### src/rtl/csc_pkg.sv
// csc_pkg: shared state/slot types, complex-word struct and width helpers
// for the CSC tridiagonal generator.
package csc_pkg;
    typedef enum logic [1:0] {IDLE, RUN, FLUSH} state_t;
    typedef enum logic [1:0] {SLOT_A1, SLOT_S, SLOT_A0} slot_t;
    localparam int CPLX_DW = 32;
    typedef struct packed {
        logic [CPLX_DW-1:0] re;
        logic [CPLX_DW-1:0] im;
    } cplx_t;
    function automatic int idx_w(input int n);
        return (n > 1) ? $clog2(n) : 1;
    endfunction
    function automatic int ptr_w(input int n);
        return $clog2(3 * n + 1);
    endfunction
endpackage

### src/rtl/csc_col_seq.sv
// csc_col_seq: maps (column, slot) to the row index, coefficient select and
// column/matrix end flags of the tridiagonal CSC stream.
module csc_col_seq
    import csc_pkg::*;
#(
    parameter int MAT_RANK = 256,
    localparam int IW = idx_w(MAT_RANK)
) (
    input  logic [IW-1:0] col,
    input  logic [1:0]    slot,
    input  logic          cyclic,
    output logic [IW-1:0] row,
    output slot_t         sel,
    output logic          last,
    output logic          eom
);
    localparam logic [IW-1:0] ROW_MAX = IW'(MAT_RANK - 1);
    localparam logic [IW-1:0] ROW_PEN = IW'(MAT_RANK - 2);
    logic first_col, last_col;
    assign first_col = col == '0;
    assign last_col = col == ROW_MAX;
    always_comb begin
        if (first_col) begin
            row = slot == 2'd0 ? '0 : slot == 2'd1 ? IW'(1) : ROW_MAX;
            sel = slot == 2'd0 ? SLOT_S : slot == 2'd1 ? SLOT_A0 : SLOT_A1;
        end else if (last_col && cyclic) begin
            // the wrapped sub-diagonal entry lands on row 0, so it leads the column
            row = slot == 2'd0 ? '0 : slot == 2'd1 ? ROW_PEN : ROW_MAX;
            sel = slot == 2'd0 ? SLOT_A0 : slot == 2'd1 ? SLOT_A1 : SLOT_S;
        end else begin
            row = slot == 2'd0 ? col - IW'(1) : slot == 2'd1 ? col : col + IW'(1);
            sel = slot == 2'd0 ? SLOT_A1 : slot == 2'd1 ? SLOT_S : SLOT_A0;
        end
    end
    assign last = (cyclic || !(first_col || last_col)) ? slot == 2'd2 : slot == 2'd1;
    assign eom = last_col && last;
endmodule

### src/rtl/csc_tridiag_gen.sv
// csc_tridiag_gen: streams the nonzeros of a complex tridiagonal matrix in CSC
// order with a column-pointer sideband; optional periodic corner entries.
module csc_tridiag_gen
    import csc_pkg::*;
#(
    parameter int MAT_RANK = 256,
    parameter int DW = 32,
    localparam int IW = idx_w(MAT_RANK),
    localparam int PW = ptr_w(MAT_RANK)
) (
    input  logic          clk,
    input  logic          rst_n,
    input  logic          clr,
    input  logic          cfg_vld,
    output logic          cfg_rdy,
    input  logic          cfg_cyclic,
    input  logic [DW-1:0] s_val_r,
    input  logic [DW-1:0] s_val_i,
    input  logic [DW-1:0] a0_val_r,
    input  logic [DW-1:0] a0_val_i,
    input  logic [DW-1:0] a1_val_r,
    input  logic [DW-1:0] a1_val_i,
    output logic          ent_vld,
    input  logic          ent_rdy,
    output logic [IW-1:0] ent_row,
    output logic [IW-1:0] ent_col,
    output logic [DW-1:0] ent_val_r,
    output logic [DW-1:0] ent_val_i,
    output logic [PW-1:0] ent_idx,
    output logic          ent_last,
    output logic          ent_eom,
    output logic          ptr_vld,
    output logic [PW-1:0] col_ptr,
    output logic          busy,
    output logic          done
);
    state_t state;
    logic [IW-1:0] col, row;
    logic [1:0] slot;
    logic [PW-1:0] idx;
    logic cyclic, run, accept, last, eom;
    logic [DW-1:0] s_r, s_i, a0_r, a0_i, a1_r, a1_i;
    slot_t sel;
    csc_col_seq #(.MAT_RANK(MAT_RANK)) u_seq (
        .col(col),
        .slot(slot),
        .cyclic(cyclic),
        .row(row),
        .sel(sel),
        .last(last),
        .eom(eom)
    );
    assign run = state == RUN;
    assign accept = run && ent_rdy && !clr;
    always_ff @(posedge clk or negedge rst_n) begin
        if (!rst_n) begin
            state <= IDLE;
            col <= '0;
            slot <= '0;
            idx <= '0;
        end else if (clr) begin
            state <= IDLE;
            col <= '0;
            slot <= '0;
            idx <= '0;
        end else begin
            case (state)
                IDLE: if (cfg_vld) state <= RUN;
                RUN: if (ent_rdy) begin
                    idx <= idx + PW'(1);
                    slot <= last ? 2'd0 : slot + 2'd1;
                    col <= eom ? '0 : last ? col + IW'(1) : col;
                    if (eom) state <= FLUSH;
                end
                FLUSH: begin
                    state <= IDLE;
                    idx <= '0;
                end
                default: state <= IDLE;
            endcase
        end
    end
    // coefficients and mode stay frozen from capture until the next IDLE handshake
    always_ff @(posedge clk or negedge rst_n) begin
        if (!rst_n) begin
            cyclic <= 1'b0;
            {s_r, s_i, a0_r, a0_i, a1_r, a1_i} <= '0;
        end else if (cfg_rdy && cfg_vld && !clr) begin
            cyclic <= cfg_cyclic;
            {s_r, s_i, a0_r, a0_i, a1_r, a1_i} <= {s_val_r, s_val_i, a0_val_r, a0_val_i, a1_val_r, a1_val_i};
        end
    end
    assign cfg_rdy = state == IDLE;
    assign busy = !cfg_rdy;
    assign done = state == FLUSH;
    assign ent_vld = run;
    assign ent_row = run ? row : '0;
    assign ent_col = run ? col : '0;
    assign ent_val_r = !run ? '0 : sel == SLOT_S ? s_r : sel == SLOT_A0 ? a0_r : a1_r;
    assign ent_val_i = !run ? '0 : sel == SLOT_S ? s_i : sel == SLOT_A0 ? a0_i : a1_i;
    assign ent_idx = run ? idx : '0;
    assign ent_last = run && last;
    assign ent_eom = run && eom;
    assign ptr_vld = done || (accept && slot == 2'd0);
    assign col_ptr = ptr_vld ? idx : '0;
endmodule

### config.mk
export PLATFORM = sky130hd
export DESIGN_NAME = csc_tridiag_gen
export DESIGN_NICKNAME = d
export VERILOG_FILES = /design/src/rtl/csc_pkg.sv /design/src/rtl/csc_col_seq.sv /design/src/rtl/csc_tridiag_gen.sv
export SDC_FILE = /design/constraint.sdc
export NUM_CORES = 1
export LEC_CHECK = 0
export ABC_AREA = 1
export ABC_CLOCK_PERIOD_IN_PS = 3370
export BUFFER_PORTS_ARGS = -buffer_cell sky130_fd_sc_hd__buf_2
export CORE_UTILIZATION = 54
export DETAILED_ROUTE_END_ITERATION = 6
export GPL_TIMING_DRIVEN = 0
export MAX_ROUTING_LAYER = met4
export PLACE_DENSITY_LB_ADDON = 0.25
export SLEW_MARGIN = 40
export SYNTH_ARGS = -nofsm -noshare
export SYNTH_HDL_FRONTEND = slang
export SYNTH_HIERARCHICAL = 1
export SYNTH_SLANG_ARGS = --single-unit
### constraint.sdc
create_clock -name clk -period 3.37 [get_ports clk]
set_input_delay 0.5055 -clock clk [delete_from_list [all_inputs] [get_ports clk]]
set_output_delay 0.5055 -clock clk [all_outputs]
set_load 0.005 [all_outputs]
==> flow_metrics.tcl, run 1 <==
set metrics [dict create \
    power.total_mw 11.7 \
    antenna_found_initial 5 \
    post-place-cells 1694 \
    grt_setup_unrepaired "true" \
    crit_type "flop to primary output" \
    reg2reg_setup_slack_ps 590 \
    grt-ovfl-total 0 \
    multi_input_area_um2 5420 \
    routedWlPerCell_um 18.2 \
    leakage_nw 8.22 \
    synth_edf_count 0 \
    cellPowerDensity_nw_per_um2 780 \
    worst-r2r-cell-count 18 \
    clk_path_buf_depth 3 \
    grt_max_degree 74 \
    synth_area_leaders "dfrtp_1 46%, mux2_4 21%, nand3_1 6.5%" \
    grtUsageTotal_pct 29.6 \
    critical_path_required_ps 2860 \
    period_minus_slack_ps 3440 \
    nNetsFinal 1668 \
    ir_worst_vdd_mv 0.448 \
    clock_latency_ps 510 \
    endpoint_kind "primary output" \
    place.gp.congestion 0.895 \
    crit_end "ent_val_r[7]" \
    holdCritPathClass "primary input to flop" \
    drt_first_pass_iters 5 \
    place_area_um2 13600 \
    synth_top_cells_by_count "215 x dfrtp_1, 159 x mux2_4, 151 x nand3_1" \
    syn_area_um2 11600 \
    start_util_pct 55.2 \
    drt_iter0_markers 457 \
    synthArstFlopShare_pct 100 \
    drive_gt1_share_pct 45.3 \
    period_share_pct 102 \
    clock-sinks 215 \
    dpl.hpwl_um 22500 \
    grt_pass1_vias 9406 \
    synth_top_cell_by_area "dfrtp_1" \
    relSlewSlack_pct 60.2 \
    clock_skew_ps 9.40 \
    via_per_inst 5.38 \
    via_count 9495 \
    grt_pass1_wl_um 49600 \
    core_area_um2 21100 \
    synth_top_area_share_pct 46.2 \
    violations "negative setup slack" \
    syn-mean-instance-area_um2 10.5 \
    final_util_pct 71.2 \
    synth_cells 1112 \
    setup_ws_ps -73.9 \
    cts_tree "built" \
    design_area_um2 15000 \
    routed_wl_um 32100 \
    h-tree-depth 1 \
    outcome "complete, but fails checks" \
    cts_buffers 25 \
    ys_seq_area_share_pct 46.2 \
    drv_slew 0 \
    r2r-start "col[1]" \
    synthFlopType "dfrtp_1" \
    port_buffers 304 \
    tightest_slew_ps 597 \
    start_kind "flop" \
    ios 305 \
    crit_start "col[0]" \
    synth_seq_cells 215 \
    clk_pin_slew_ps 60 \
    dieArea_um2 22100 \
    rr_endpoint "col[6]" \
    cap_violations 0 \
    yosysMostFrequentCell "dfrtp_1" \
    die_height_um 149 \
    chipWidth_um 149 \
    synth_cell_types 33 \
    synthToLayoutAreaGrowth_pct 29.0 \
    fillers 1596 \
    syn-num-nets 1316 \
    hold_viol_final 0 \
    setup_viol 30 \
    cts_root_buf "clkbuf_16" \
    fmax_ghz 0.290 \
    stdcell_count 1764 \
    std_cell_rows 53 \
    critPathArrivalTime_ps 2940 \
    drcViolationCount 0 \
    antenna_left 0 \
    ff_latch_area_um2 5390 \
    yosysWarningCount 6 \
    cp_max_fo 10 \
]
-- per-stage QoR --
step	hold WS, ps	setup TNS (ps)	setup slack, ps
after detailed placement	427	-13200	-257
final	217	-589	-73.9
after global placement	487	-419160	-1900
after global routing	203	-8300	-173
after CTS	201	-357	-26.6
after floorplan	210	0	663
-- power by group --
part | switching [mW] | internal [mW]
sequential | 0.424 | 3.25
combinational | 2.62 | 2.51
clock | 1.08 | 1.83
-- cells by family after synthesis --
| group | Yosys count | share of synthesized area [%] |
|---|---|---|
| buf+inv | 203 | 8.09 |
| mux | 193 | 23.8 |
| simple gates | 383 | 14.8 |
| xor+xnor | 1 | 0.0753 |
| compound gates | 111 | 6.39 |
| fa+ha+maj | 6 | 0.645 |
| flops | 215 | 46.2 |
-- area by class of cell --
type / instances / share of cell area (%)
antenna: 8 / 0.133
buffer: 68 / 4.27
clock buffer: 33 / 4.63
clock inverter: 11 / 1.27
inverter: 135 / 3.41
multi-input combinational: 694 / 36.1
sequential: 215 / 35.9
tap: 275 / 2.29
timing repair buffer: 325 / 12.0
-- cells in the final DEF (no fill, tap or decap), drive strengths merged --
master,instances
a21oi,20
or2,1
a21o,1
o21ai,23
xor2,1
nand3,155
mux2,193
nand4,7
clkbuf,49
o211ai,64
nand2,140
nor2,76
ha,6
dlygate4sd3,1
buf,376
nor3,4
o2111ai,1
a31oi,2
clkinv,5
diode,8
inv,136
dfrtp,215
bufinv,5
-- layer usage --
layer	vias up	routed length [um]	GRT usage, %
met4	0	976	9.85
met5	-	0	-
li1	4457	-	-
met2	335	15700	47.2
met3	66	2070	4.98
met1	4637	13400	38.5
-- worst max-delay path, stage by stage, from the launching register on --
cell and delay [ps]:
dfrtp_2 440, ha_2 200, inv_1 60, nor2_2 50, nand3_2 130, buf_8 150, nand2_1 100, a21oi_4 170
inv_2 70, or2_4 290, clkbuf_16 180, buf_6 150, o211ai_1 190, inv_1 70, buf_2 150
-- sequential cells by signal, indices dropped and copies added (netlist names) --
register  flops
a0_i         32
a0_r         32
a1_i         32
a1_r         32
s_i          32
s_r          32
idx          10
col           8
slot          2
state         2
cyclic        1
-- worst min-delay path by stage --
stage / start / to / slack, ps / cells past startpoint
finish: s_val_i[12] / s_i[12] / 220 / 2
global route: s_val_i[13] / s_i[13] / 200 / 2
CTS: s_val_i[12] / s_i[12] / 200 / 2
detailed placement: rst_n / col[2] / 430 / 1
global placement: s_r[0] / s_r[0] / 490 / 1
floorplan: rst_n / a0_i[0] / 210 / 0
-- what timing repair did --
action,CTS,global route
pin swaps,5,11
setup endpoints to repair,64,65
cloned,1,2
setup buffers,10,4
gates resized for setup,83,46
endpoints found under the hold margin,40,0
hold buffers,1,0
(Power assumes the default switching activity.)
==> run 2: changes to the inputs <==
ABC_CLOCK_PERIOD_IN_PS = 2850   (was 3370)
CORE_UTILIZATION = 49   (was 54)
clock period = 2.85 ns   (was 3.37 ns; I/O delays follow)
==> run 2 against run 1 <==
Compared with the run above: the run still ends with negative setup slack left; sequential cell count unchanged; utilization decreased by 5.1 points; hold slack lost 92 ps; sequential power grew 18%; clock-buffer cell count increased by 1; via count fell by 0.11%; register-to-register slack got worse by 60 ps; global-route usage shrank 2.2 points; final area grew 3.0%; sequential share of layout area is 1.1 points lower; total power rose by 23%; worst setup slack got worse by 430 ps; critical path type unchanged; largest power group unchanged.
==> flow_metrics.tcl, run 2 (same netlist as run 1, synthesis figures left out) <==
set metrics [dict create \
    antenna_found_initial 9 \
    r2r-start "col[0]" \
    cellPowerDensity_nw_per_um2 928 \
    cts_tree "built" \
    crit_start "col[0]" \
    cap_violations 0 \
    outcome "complete, but fails checks" \
    path_depth 15 \
    antenna_left 0 \
    drt_iter0_markers 472 \
    holdCritPathClass "primary input to flop" \
    dieArea_um2 24400 \
    hold_viol_final 0 \
    fillers 1886 \
    post-place-cells 1738 \
    worst-path-buf-inv 8 \
    path_delay_family "buffers and inverters" \
    setup_viol 66 \
    drv_slew 0 \
    grt_setup_unrepaired "true" \
    start_util_pct 49.7 \
    grt-ovfl-total 0 \
    critPathArrivalTime_ps 2920 \
    routed_wl_um 32800 \
    grtUsageTotal_pct 27.4 \
    h-tree-depth 1 \
    place.gp.congestion 0.889 \
    clock_skew_ps 25.8 \
    final_cell_mix "311 x buf_2, 207 x dfrtp_1, 159 x mux2_4" \
    crit_end "ent_val_r[7]" \
    endpoint_kind "primary output" \
    reg2reg_setup_slack_ps 530 \
    clock_latency_ps 530 \
    slowest_stage "dfrtp_2" \
    cp_max_fo 10 \
    violations "negative setup slack" \
    grt_pass1_vias 9139 \
    path_cells "inv_2 -> ha_4 -> inv_2 -> nor3_2 -> nand3_2 -> inv_2 -> nor2_4 -> a21oi_2 -> inv_2 -> or2_4 -> clkbuf_16 -> buf_12 -> o211ai_1 -> inv_1 -> buf_2" \
    drcViolationCount 0 \
    stdcell_count 1832 \
    grt_max_degree 71 \
    critical_path_required_ps 2420 \
    ios 305 \
    relSlewSlack_pct 60.3 \
    synthToLayoutAreaGrowth_pct 33.0 \
    via_count 9485 \
    ir_worst_vdd_mv 0.574 \
    port_buffers 304 \
    worst-r2r-cell-count 16 \
    drive_gt1_share_pct 47.7 \
    nNetsFinal 1687 \
    period_share_pct 118 \
    setup_ws_ps -499 \
    place_area_um2 13700 \
    tightest_slew_ps 596 \
    period_minus_slack_ps 3350 \
    final_common_cell "buf_2" \
    clock-sinks 215 \
    via_per_inst 5.18 \
    clk_path_buf_depth 3 \
    fmax_ghz 0.299 \
    critPathMaxStageDelay_ps 430 \
    cp_common_cell "inv_2" \
    design_area_um2 15500 \
    crit_type "flop to primary output" \
    leakage_nw 8.45 \
    power.total_mw 14.4 \
    die_height_um 156 \
    cts_root_buf "clkbuf_16" \
    cts_buffers 25 \
    routedWlPerCell_um 17.9 \
    std_cell_rows 56 \
    hold-worst-slack_ps 125 \
    start_kind "flop" \
    core_area_um2 23400 \
    rr_endpoint "col[3]" \
    drt_first_pass_iters 5 \
    chipWidth_um 156 \
    dpl.hpwl_um 22700 \
    grt_pass1_wl_um 50200 \
    clk_pin_slew_ps 70 \
]
==> run 2: worst register-to-register path, stage by stage, from the launching register on <==
cell,delay (ps)
dfrtp_2,430
inv_2,100
ha_4,130
inv_2,30
nor3_2,120
nand3_2,150
nand2_1,110
nand2_1,50
o21ai_0,70
nand2_1,100
nor2_2,160
inv_1,100
nand2_1,190
nand2_2,160
o21ai_0,180
nand2_1,70
nor2_1,100
==> run 2: cell type report <==
| type | count | area [um^2] | area share, % |
|---|---|---|---|
| multi-input cells | 694 | 5540 | 35.8 |
| flip-flops and latches | 215 | 5390 | 34.8 |
| repair buffers | 344 | 2040 | 13.2 |
| plain buffers | 68 | 767 | 4.96 |
| clock buffers | 34 | 689 | 4.46 |
| inverters | 135 | 509 | 3.29 |
| well taps | 319 | 399 | 2.58 |
| clock inverters | 12 | 106 | 0.687 |
| diodes | 11 | 27.5 | 0.178 |
==> run 2: power breakdown <==
part / switching (mW) / total (mW) / internal [mW]
clock network: 1.31 / 3.11 / 1.80
logic: 3.34 / 6.91 / 3.57
registers: 0.498 / 4.34 / 3.84
==> run 2: stage by stage <==
stage / setup TNS, ps / util (%) / setup WS (ps)
2_1_floorplan: 0 / - / 221
3_3_place_gp: -565670 / 57.9 / -2460
3_5_place_dp: -43470 / 58.3 / -730
4_1_cts: -26850 / 65.0 / -471
5_1_grt: -36090 / 66.1 / -609
6_report: -28070 / 66.1 / -499
==> run 2: worst min-delay path by stage <==
stage,from,slack [ps],to,depth (start not counted)
floorplan,rst_n,130,a0_i[0],0
global placement,a0_r[31],490,a0_r[31],1
detailed placement,rst_n,320,col[7],1
CTS,s_val_i[11],110,s_i[11],2
global route,s_val_i[11],110,s_i[11],2
finish,a1_val_i[4],130,a1_i[4],2
==> run 2: what timing repair did <==
item | in CTS | in global routing
gates cloned | 4 | 2
gates resized for setup | 149 | 32
setup buffers | 18 | 12
endpoints found under the hold margin | 29 | 0
pin swaps | 9 | 8
hold buffers | 1 | 0
setup endpoints to repair | 65 | 71
==> run 2: per-layer routing <==
metal,vias up,share of wire [%],global-route usage (%)
li1,4516,-,-
met1,4592,43,35.6
met2,313,48,43.7
met3,64,5.9,4.28
met4,0,2.7,8.87
met5,-,0,-
